--- src/rtl/bcd_addsub_seq_if.sv ---
// Request/response bundle for bcd_addsub_seq.
// master: the requester (drives operands/start); slave: the BCD unit.
interface bcd_addsub_seq_if;
  logic       start;
  logic       op;
  logic [7:0] a;
  logic [7:0] b;
  logic [7:0] result;
  logic       carry;
  logic       neg;
  logic       busy;
  logic       done;
  logic       err;

  modport master (output start, op, a, b,
                  input  result, carry, neg, busy, done, err);
  modport slave  (input  start, op, a, b,
                  output result, carry, neg, busy, done, err);
endinterface

--- src/rtl/bcd_addsub_seq.sv ---
// Two-digit packed-BCD add/subtract, one digit per cycle.
// Subtract is a + 9's-complement(b) + 1; a missing tens carry means a<b and
// the raw value is turned into its 100's complement in NEGFIX.
// Optional macro BCD_INPUT_CHECK_EN: reject non-BCD operand digits at start
// (err=1, straight to DONE). Without it err is tied low.
module bcd_addsub_seq (
  input  logic              clk,
  input  logic              rst,
  bcd_addsub_seq_if.slave   bus
);

  typedef enum logic [2:0] {IDLE, UNITS, TENS, NEGFIX, DONE} state_t;

  state_t     state_q, state_d;
  logic [7:0] a_q, a_d, b_q, b_d;
  logic       op_q, op_d;
  logic [3:0] ud_q, ud_d;       // units digit of raw value
  logic [3:0] td_q, td_d;       // tens digit of raw value (NEGFIX input)
  logic       uc_q, uc_d;       // digit carry units -> tens
  logic [7:0] result_q, result_d;
  logic       carry_q, carry_d;
  logic       neg_q, neg_d;
  logic       busy_q, busy_d;
  logic       done_q, done_d;

  logic [7:0] bx;
  logic [4:0] u_sum, t_sum, f_u;
  logic [3:0] f_t;

  // one decimal digit add with adjust: {digit carry, digit}
  function automatic logic [4:0] dig_add(input logic [3:0] x, input logic [3:0] y,
                                         input logic cin);
    logic [4:0] s;
    s = {1'b0, x} + {1'b0, y} + {4'd0, cin};
    if (s > 5'd9) dig_add = {1'b1, s[3:0] + 4'd6};
    else          dig_add = s;
  endfunction

  function automatic logic [3:0] nines(input logic [3:0] d);
    nines = 4'd9 - d;
  endfunction

`ifdef BCD_INPUT_CHECK_EN
  logic err_q, err_d;
  logic bad_in;
  // any operand digit outside 0..9 at the moment of acceptance
  always_comb begin
    bad_in = (bus.a[7:4] > 4'd9) || (bus.a[3:0] > 4'd9) ||
             (bus.b[7:4] > 4'd9) || (bus.b[3:0] > 4'd9);
  end
`endif

  // shared digit-serial datapath: units, tens, and the 100-R correction
  always_comb begin
    bx    = op_q ? {nines(b_q[7:4]), nines(b_q[3:0])} : b_q;
    u_sum = dig_add(a_q[3:0], bx[3:0], op_q);
    t_sum = dig_add(a_q[7:4], bx[7:4], uc_q);
    f_u   = dig_add(nines(ud_q), 4'd0, 1'b1);
    f_t   = 4'(dig_add(nines(td_q), 4'd0, f_u[4]));
  end

  // next-state and next-output logic
  always_comb begin
    state_d  = state_q;
    a_d      = a_q;
    b_d      = b_q;
    op_d     = op_q;
    ud_d     = ud_q;
    td_d     = td_q;
    uc_d     = uc_q;
    result_d = result_q;
    carry_d  = carry_q;
    neg_d    = neg_q;
    done_d   = 1'b0;
`ifdef BCD_INPUT_CHECK_EN
    err_d    = err_q;
`endif
    unique case (state_q)
      IDLE: begin
        // the cycle with done high is not an accepting cycle
        if (bus.start && !done_q) begin
          a_d     = bus.a;
          b_d     = bus.b;
          op_d    = bus.op;
          state_d = UNITS;
`ifdef BCD_INPUT_CHECK_EN
          err_d   = 1'b0;
          if (bad_in) begin
            err_d    = 1'b1;
            result_d = 8'h00;
            carry_d  = 1'b0;
            neg_d    = 1'b0;
            state_d  = DONE;
          end
`endif
        end
      end
      UNITS: begin
        {uc_d, ud_d} = u_sum;
        state_d      = TENS;
      end
      TENS: begin
        if (!op_q) begin
          result_d = {t_sum[3:0], ud_q};
          carry_d  = t_sum[4];
          neg_d    = 1'b0;
          state_d  = DONE;
        end else if (t_sum[4]) begin
          result_d = {t_sum[3:0], ud_q};
          carry_d  = 1'b0;
          neg_d    = 1'b0;
          state_d  = DONE;
        end else begin
          td_d    = t_sum[3:0];
          state_d = NEGFIX;
        end
      end
      NEGFIX: begin
        result_d = {f_t, f_u[3:0]};
        carry_d  = 1'b0;
        neg_d    = 1'b1;
        state_d  = DONE;
      end
      DONE: begin
        done_d  = 1'b1;
        state_d = IDLE;
      end
      default: state_d = IDLE;
    endcase
    busy_d = (state_d != IDLE);
  end

  // state register
  always_ff @(posedge clk) begin
    if (rst) state_q <= IDLE;
    else     state_q <= state_d;
  end

  // operand, digit and output registers
  always_ff @(posedge clk) begin
    if (rst) begin
      a_q      <= 8'h00;
      b_q      <= 8'h00;
      op_q     <= 1'b0;
      ud_q     <= 4'd0;
      td_q     <= 4'd0;
      uc_q     <= 1'b0;
      result_q <= 8'h00;
      carry_q  <= 1'b0;
      neg_q    <= 1'b0;
      busy_q   <= 1'b0;
      done_q   <= 1'b0;
    end else begin
      a_q      <= a_d;
      b_q      <= b_d;
      op_q     <= op_d;
      ud_q     <= ud_d;
      td_q     <= td_d;
      uc_q     <= uc_d;
      result_q <= result_d;
      carry_q  <= carry_d;
      neg_q    <= neg_d;
      busy_q   <= busy_d;
      done_q   <= done_d;
    end
  end

`ifdef BCD_INPUT_CHECK_EN
  // error flag register
  always_ff @(posedge clk) begin
    if (rst) err_q <= 1'b0;
    else     err_q <= err_d;
  end
  assign bus.err = err_q;
`else
  assign bus.err = 1'b0;
`endif

  assign bus.result = result_q;
  assign bus.carry  = carry_q;
  assign bus.neg    = neg_q;
  assign bus.busy   = busy_q;
  assign bus.done   = done_q;

endmodule
--- src/flat_wrapper.sv ---
// flat-port wrapper written by rule: the top's interface ports become plain ports
module bcd_addsub_seq_flat 
  (clk, rst, bus_start, bus_op, bus_a, bus_b, bus_result, bus_carry, bus_neg, bus_busy, bus_done, bus_err);
  bcd_addsub_seq_if bus_i ();
  input  logic clk;
  input  logic rst;
  input wire logic [$bits(bus_i.start)-1:0] bus_start;
  input wire logic [$bits(bus_i.op)-1:0] bus_op;
  input wire logic [$bits(bus_i.a)-1:0] bus_a;
  input wire logic [$bits(bus_i.b)-1:0] bus_b;
  output wire logic [$bits(bus_i.result)-1:0] bus_result;
  output wire logic [$bits(bus_i.carry)-1:0] bus_carry;
  output wire logic [$bits(bus_i.neg)-1:0] bus_neg;
  output wire logic [$bits(bus_i.busy)-1:0] bus_busy;
  output wire logic [$bits(bus_i.done)-1:0] bus_done;
  output wire logic [$bits(bus_i.err)-1:0] bus_err;
  assign bus_i.start = bus_start;
  assign bus_i.op = bus_op;
  assign bus_i.a = bus_a;
  assign bus_i.b = bus_b;
  assign bus_result = bus_i.result;
  assign bus_carry = bus_i.carry;
  assign bus_neg = bus_i.neg;
  assign bus_busy = bus_i.busy;
  assign bus_done = bus_i.done;
  assign bus_err = bus_i.err;
  bcd_addsub_seq u_core (.clk(clk), .rst(rst), .bus(bus_i));
endmodule
--- config.mk ---
export PLATFORM = sky130hd
export DESIGN_NAME = bcd_addsub_seq_flat
export DESIGN_NICKNAME = d
export VERILOG_FILES = /design/src/rtl/bcd_addsub_seq_if.sv /design/src/rtl/bcd_addsub_seq.sv /design/src/flat_wrapper.sv
export SDC_FILE = /design/constraint.sdc
export NUM_CORES = 1
export LEC_CHECK = 0
export BUFFER_PORTS_ARGS = -buffer_cell sky130_fd_sc_hd__buf_4
export CAP_MARGIN = 25
export CORE_MARGIN = 8
export CORE_UTILIZATION = 30
export DETAILED_ROUTE_END_ITERATION = 7
export HOLD_SLACK_MARGIN = 0.06
export PLACE_DENSITY = 0.57
export SYNTH_ARGS = -nofsm -noshare
export SYNTH_HDL_FRONTEND = slang
export SYNTH_SLANG_ARGS = --single-unit
--- constraint.sdc ---
create_clock -name clk -period 4.79 [get_ports clk]
set_input_delay 0.479 -clock clk [delete_from_list [all_inputs] [get_ports clk]]
set_output_delay 0.479 -clock clk [all_outputs]
set_load 0.005 [all_outputs]
* Yosys cells after proc, flatten, opt, wreduce, memory -nomap -nowiden
Cells that the tools add are included.
** Word-level totals
- Register bits :: 41
- Bits of input ports :: 20
- Output and inout bits :: 13
** Cells by class
- Add/sub/neg operators :: 14
- $lt $le $gt $ge :: 4
- Equal/unequal tests :: 5
- Multiplexer cells :: 18
- Bitwise gates (word level) :: 1
- Reductions and logical operators :: 8
** Operators by type and width (number)
- two-way mux 8 bit :: 3
- greater-than comparator 5 x 4 -> 1 bit, second input constant :: 4
- adder 4 x 3 -> 4 bit, second input constant :: 4
- one-hot mux 8 bit (2 select lines) :: 1
- subtractor 4 bit, first input constant :: 4
- two-way mux 5 bit :: 3
- one-hot mux 3 bit (4 select lines) :: 1
- adder 4 x 4 -> 5 bit :: 2
- adder 5 x 1 -> 5 bit :: 2
- two-way mux 3 bit :: 3
- == test 3 x 2 -> 1 bit, second input constant :: 2
- adder 4 x 1 -> 5 bit :: 1
- adder 4 x 1 -> 5 bit, second input constant :: 1
- two-way mux 1 bit :: 4
- two-way mux 4 bit :: 1
- one-hot mux 1 bit (2 select lines) :: 2
- AND reduction 2 bit :: 2
- == test 3 x 1 -> 1 bit, second input constant :: 1
- == test 3 bit, second input constant :: 1
- zero test 3 bit :: 1
- inequality test 3 bit, second input constant :: 1
- AND reduction 3 bit :: 1
- nonzero test 3 bit :: 1
- nonzero test 2 bit :: 1
- other kinds (3) :: 3

* Logic depth before layout (Yosys ltp)
- Depth in word-level cells :: 10
- Mapped depth :: 17
- Gate-level depth less buffers :: 17

* Least setup slack after synthesis
OpenSTA, ideal clock, no wires.
- Kind :: register to register
- Start :: reg u_core.ud_q[1]
- End :: reg u_core.result_q[5], in the netlist u_core.bus.result[5]
- Setup time :: 91 ps
- Arrival :: 3233 ps
- Required time :: 4699 ps
- Path slack :: 1466 ps
- Stages on the path, launching flop included :: 17
- Path buffers :: 0
- Path through :: dfxtp_1 > inv_1 > ha_1 > xnor2_1 > ha_1 > a22oi_1 > a21boi_0 > inv_1 > ha_1 > ha_1 > xnor2_1 > ha_1 > nand2b_1 > and2_1 > nor3_1 > o21ai_0 > a311oi_1
** On the way
- Cells in the longest elaborated chain, start to end :: 8
** RTL lines
- start, declared :: RTL line bcd_addsub_seq.sv:17 : logic [3:0] ud_q, ud_d;
- start signal, assigned :: RTL line bcd_addsub_seq.sv:157 : ud_q <= ud_d;
- subtractor 4 bit (*) :: RTL line bcd_addsub_seq.sv:40 : nines = 4'd9 - d;
- adder 4 x 1 -> 5 bit (*) :: RTL line bcd_addsub_seq.sv:34 : s = {1'b0, x} + {1'b0, y} + {4'd0, cin};
- greater-than comparator 5 x 4 -> 1 bit :: RTL line bcd_addsub_seq.sv:35 : if (s > 5'd9) dig_add = {1'b1, s[3:0] + 4'd6};
- two-way mux 5 bit (*) :: RTL line bcd_addsub_seq.sv:35
- adder 4 x 1 -> 5 bit (*) :: RTL line bcd_addsub_seq.sv:34
- adder 4 x 3 -> 4 bit / greater-than comparator 5 x 4 -> 1 bit (equally long branches) :: RTL line bcd_addsub_seq.sv:35
- two-way mux 4 bit (*) :: RTL line bcd_addsub_seq.sv:35
- one-hot mux 8 bit (2 select lines) (*) :: RTL line bcd_addsub_seq.sv:78 : unique case (state_q)
- end signal, assigned :: RTL line bcd_addsub_seq.sv:160 : result_q <= result_d;
- end, declared :: RTL line bcd_addsub_seq.sv:20 : logic [7:0] result_q, result_d;
Every way passes the cells marked *; elsewhere a longest branch is shown, timed or not.
A chain may end at the register's enable or synchronous reset.

* Worst setup path in the final report
Same ends and word-level chain as after synthesis.

==> run summary <==
Ant. Diodes: 0
Peak VDD IR: 0.118 mV
Multi-input logic area: 1500 µm²
CP most frequent cell: ha_1
Remaining Overflow, GRT: 0
Number of flops mapped to enable cells by yosys: 0
Post-route ant nets: 0
Startpoint Class: flop
Cell count after synthesis: 303
DRT Wirelength: 5380 µm
Fill count: 885
Pwr Density: 335 nW/µm²
Mapped Avg Cell Area: 8.16 µm²
Cell count of the worst hold path: 3
CTS tree: done
Clk sinks: 41
Comb pwr share: 0.312
Clk slew on worst S/H paths: 0.09 ns
Post-CTS setup buffers: 0
Synth Register Bits: 41
GRT Resource Usage Total: 0.0989
Internal Dissipation: 650 µW
Final setup viols: 0
Rel. slew slack: 0.533
Crit path DAT: 4.02 ns
Maxcap violations: 0
DR vias: 2067
Clk pwr share: 0.297
Critical Path Fanout Max: 5
DRC Markers: 0
Fmax: 263 MHz
Hold Slack: 0.414 ns
DRT iter0 DRCs: 92
Pin count of the biggest net entering global routing: 43
Share of the synthesized area in the top cell type: 0.332
Sw Share: 0.326
Die ar.: 11400 µm²
CTS Buffer Depth: 2
P_sw: 314 µW
Setup CP Type: flop to flop
Via-to-Cell Ratio: 4.76
Root buffer cell: clkbuf_8
Fin. Hold Viols: 0
Synthesis-to-layout area growth: 16.4%
Core area: 8090 µm²
Setup Skew: 0.00657 ns
Leading area contributor after synthesis: dfxtp_1
Die W: 107 µm
Final period util: 0.794
Worst Reg2Reg Path Length in Cells: 16
Initial antenna violation count: 0
RSZ-0062 raised after global routing: false
Post-layout minimum cycle time: 3.80 ns
Post-DP HPWL: 4080 µm
Crit end category: flop
Vias in the first global route: 1958
Total CTS buffers: 5
Worst stage delay on the critical path: 0.39 ns
Async SR Flop Fraction: 0
Synth area leaders: dfxtp_1, ha_1, nand2_1
Post-route setup TNS: 0 ns
Global-route wire length before repair: 9180 µm
Count of cell types in the netlist: 48
Crit path cell chain: inv_1, ha_1, xnor2_1, ha_1, a22oi_1, a21boi_0, inv_1, ha_1, ha_1, xnor2_1, ha_1, nand2b_1, and2_1, nor3_1, o21ai_0, a311oi_1
LEAKAGE: 0.00121 µW
Later-pin clock latency in the skew report: 0.30 ns
GP Congestion: 0.777
Top Ports: 33
Row cnt: 33
Hold Crit Class: primary input to flop
Post-layout instance area: 2880 µm²
Worst EP required: 5.00 ns
Post-Syn Nets: 349
Drt wl/cell: 12.4 µm
IO Port Bufs: 31
Placed cell areas: 2770 µm²
Share of cells above drive strength 1: 0.152
Sequential share of the synthesized area: 0.332
Synth warn: 0
Final-stage net count: 374
H-Tree Depth: 2
Top FF cell, synth: dfxtp_1
DIE HEIGHT: 107 µm
Post-CTS Resized: 0
Slowest stage cell, crit path: xnor2_1
Storage cell area: 821 µm²
Status: completed
Slew Viols, Final: 0
Initial Utilization: 0.306
Drt pass-1 iters: 4
Hold_buf cts: 0
Worst slew pin tran: 0.698 ns
Seq pwr share: 0.391
Synth Cell Area: 2470 µm²
Yosys cell counts, drive strengths merged (5+ instances only):
cell type / number
a211oi: 6
a21o: 9
a21oi: 32
a31oi: 5
and3: 5
clkbuf: 9
dfxtp: 41
ha: 23
inv: 22
nand2: 53
nand2b: 5
nor2: 24
o21ai: 6
xnor2: 12
critical path, delay by kind of cell, from the launching register on:
family | cells | cell delay, ns
xor gates and xnor gates | 2 | 0.66
and+or+nand+nor | 3 | 0.38
DFF | 1 | 0.36
buffers and inverters | 2 | 0.19
adders and majority gates | 5 | 1.26
AOI/OAI and AO/OA | 4 | 0.86
per-layer routing:
metal,global-route usage,part of all wire
met5,0,0
met4,0.0382,0.013
met2,0.148,0.41
met3,0.0294,0.059
met1,0.130,0.52
sequential cells by signal, indices dropped and copies added, names as in the netlist:
register and flops:
u_core.a_q 8, u_core.b_q 8, u_core.bus.result 8, u_core.td_q 4
u_core.ud_q 4, u_core.state_q 3, u_core.bus.busy 1, u_core.bus.carry 1
u_core.bus.done 1, u_core.bus.neg 1, u_core.op_q 1, u_core.uc_q 1
cell type report:
class                   instances  area share
flip-flops and latches         41       0.285
clock inverters                 2      0.0135
inverters                      22      0.0287
clock buffers                   6      0.0252
repair buffers                 31      0.0808
well taps                     105      0.0456
multi-input cells             227       0.521
power groups by stage:
stage	Combinational (µW)	Clock, µW	Sequential, µW
after detailed placement	299	0	386
after CTS	302	296	378
after floorplan	236	0	381
after global routing	343	311	381
after global placement	292	0	385
final	301	286	377
worst paths after layout:
| check | to | start | slack, ns |
|---|---|---|---|
| setup / recovery | u_core.bus.result[5] | u_core.ud_q[1] | 0.99 |
| hold reg to reg | u_core.bus.result[0] | u_core.bus.result[0] | 0.46 |
| hold / removal | u_core.b_q[5] | bus_b[5] | 0.41 |
| setup reg to reg | u_core.bus.result[5] | u_core.ud_q[1] | 0.99 |
placed cells by master, fill, tap and decap left out, types with 5 or more instances in the layout:
cell / Yosys / final
o21ai_0: 6 / 6
nor2_1: 23 / 23
buf_4: 1 / 31
inv_1: 22 / 22
a21o_1: 6 / 6
a211oi_1: 5 / 5
clkbuf_8: 0 / 5
a21oi_1: 31 / 31
nand2_1: 53 / 53
and3_1: 5 / 5
ha_1: 23 / 23
nand2b_1: 5 / 5
dfxtp_1: 41 / 41
xnor2_1: 12 / 12
logic make-up (layout without fill, tap and decap cells):
kind of cell	count (synthesis)	in the layout	synth area share
adders and majority gates	26	26	0.141
buffers and inverters	35	61	0.0612
other	1	1	0.00152
DFF	41	41	0.332
muxes	3	3	0.0126
AOI/OAI and AO/OA	76	76	0.208
xor gates and xnor gates	15	15	0.0531
and+or+nand+nor	106	106	0.191
stage by stage:
step | power (µW) | cells | utilization | setup WS (ns)
after floorplan | 617 | 303 | - | 1.47
after global placement | 677 | 426 | 0.342 | 1.29
after detailed placement | 685 | 426 | 0.342 | 1.08
after CTS | 975 | 434 | 0.356 | 1.05
after global routing | 1030 | 434 | 0.356 | 0.695
final | 964 | 434 | 0.356 | 0.985
Note: power is estimated with default switching activity, not from simulation.
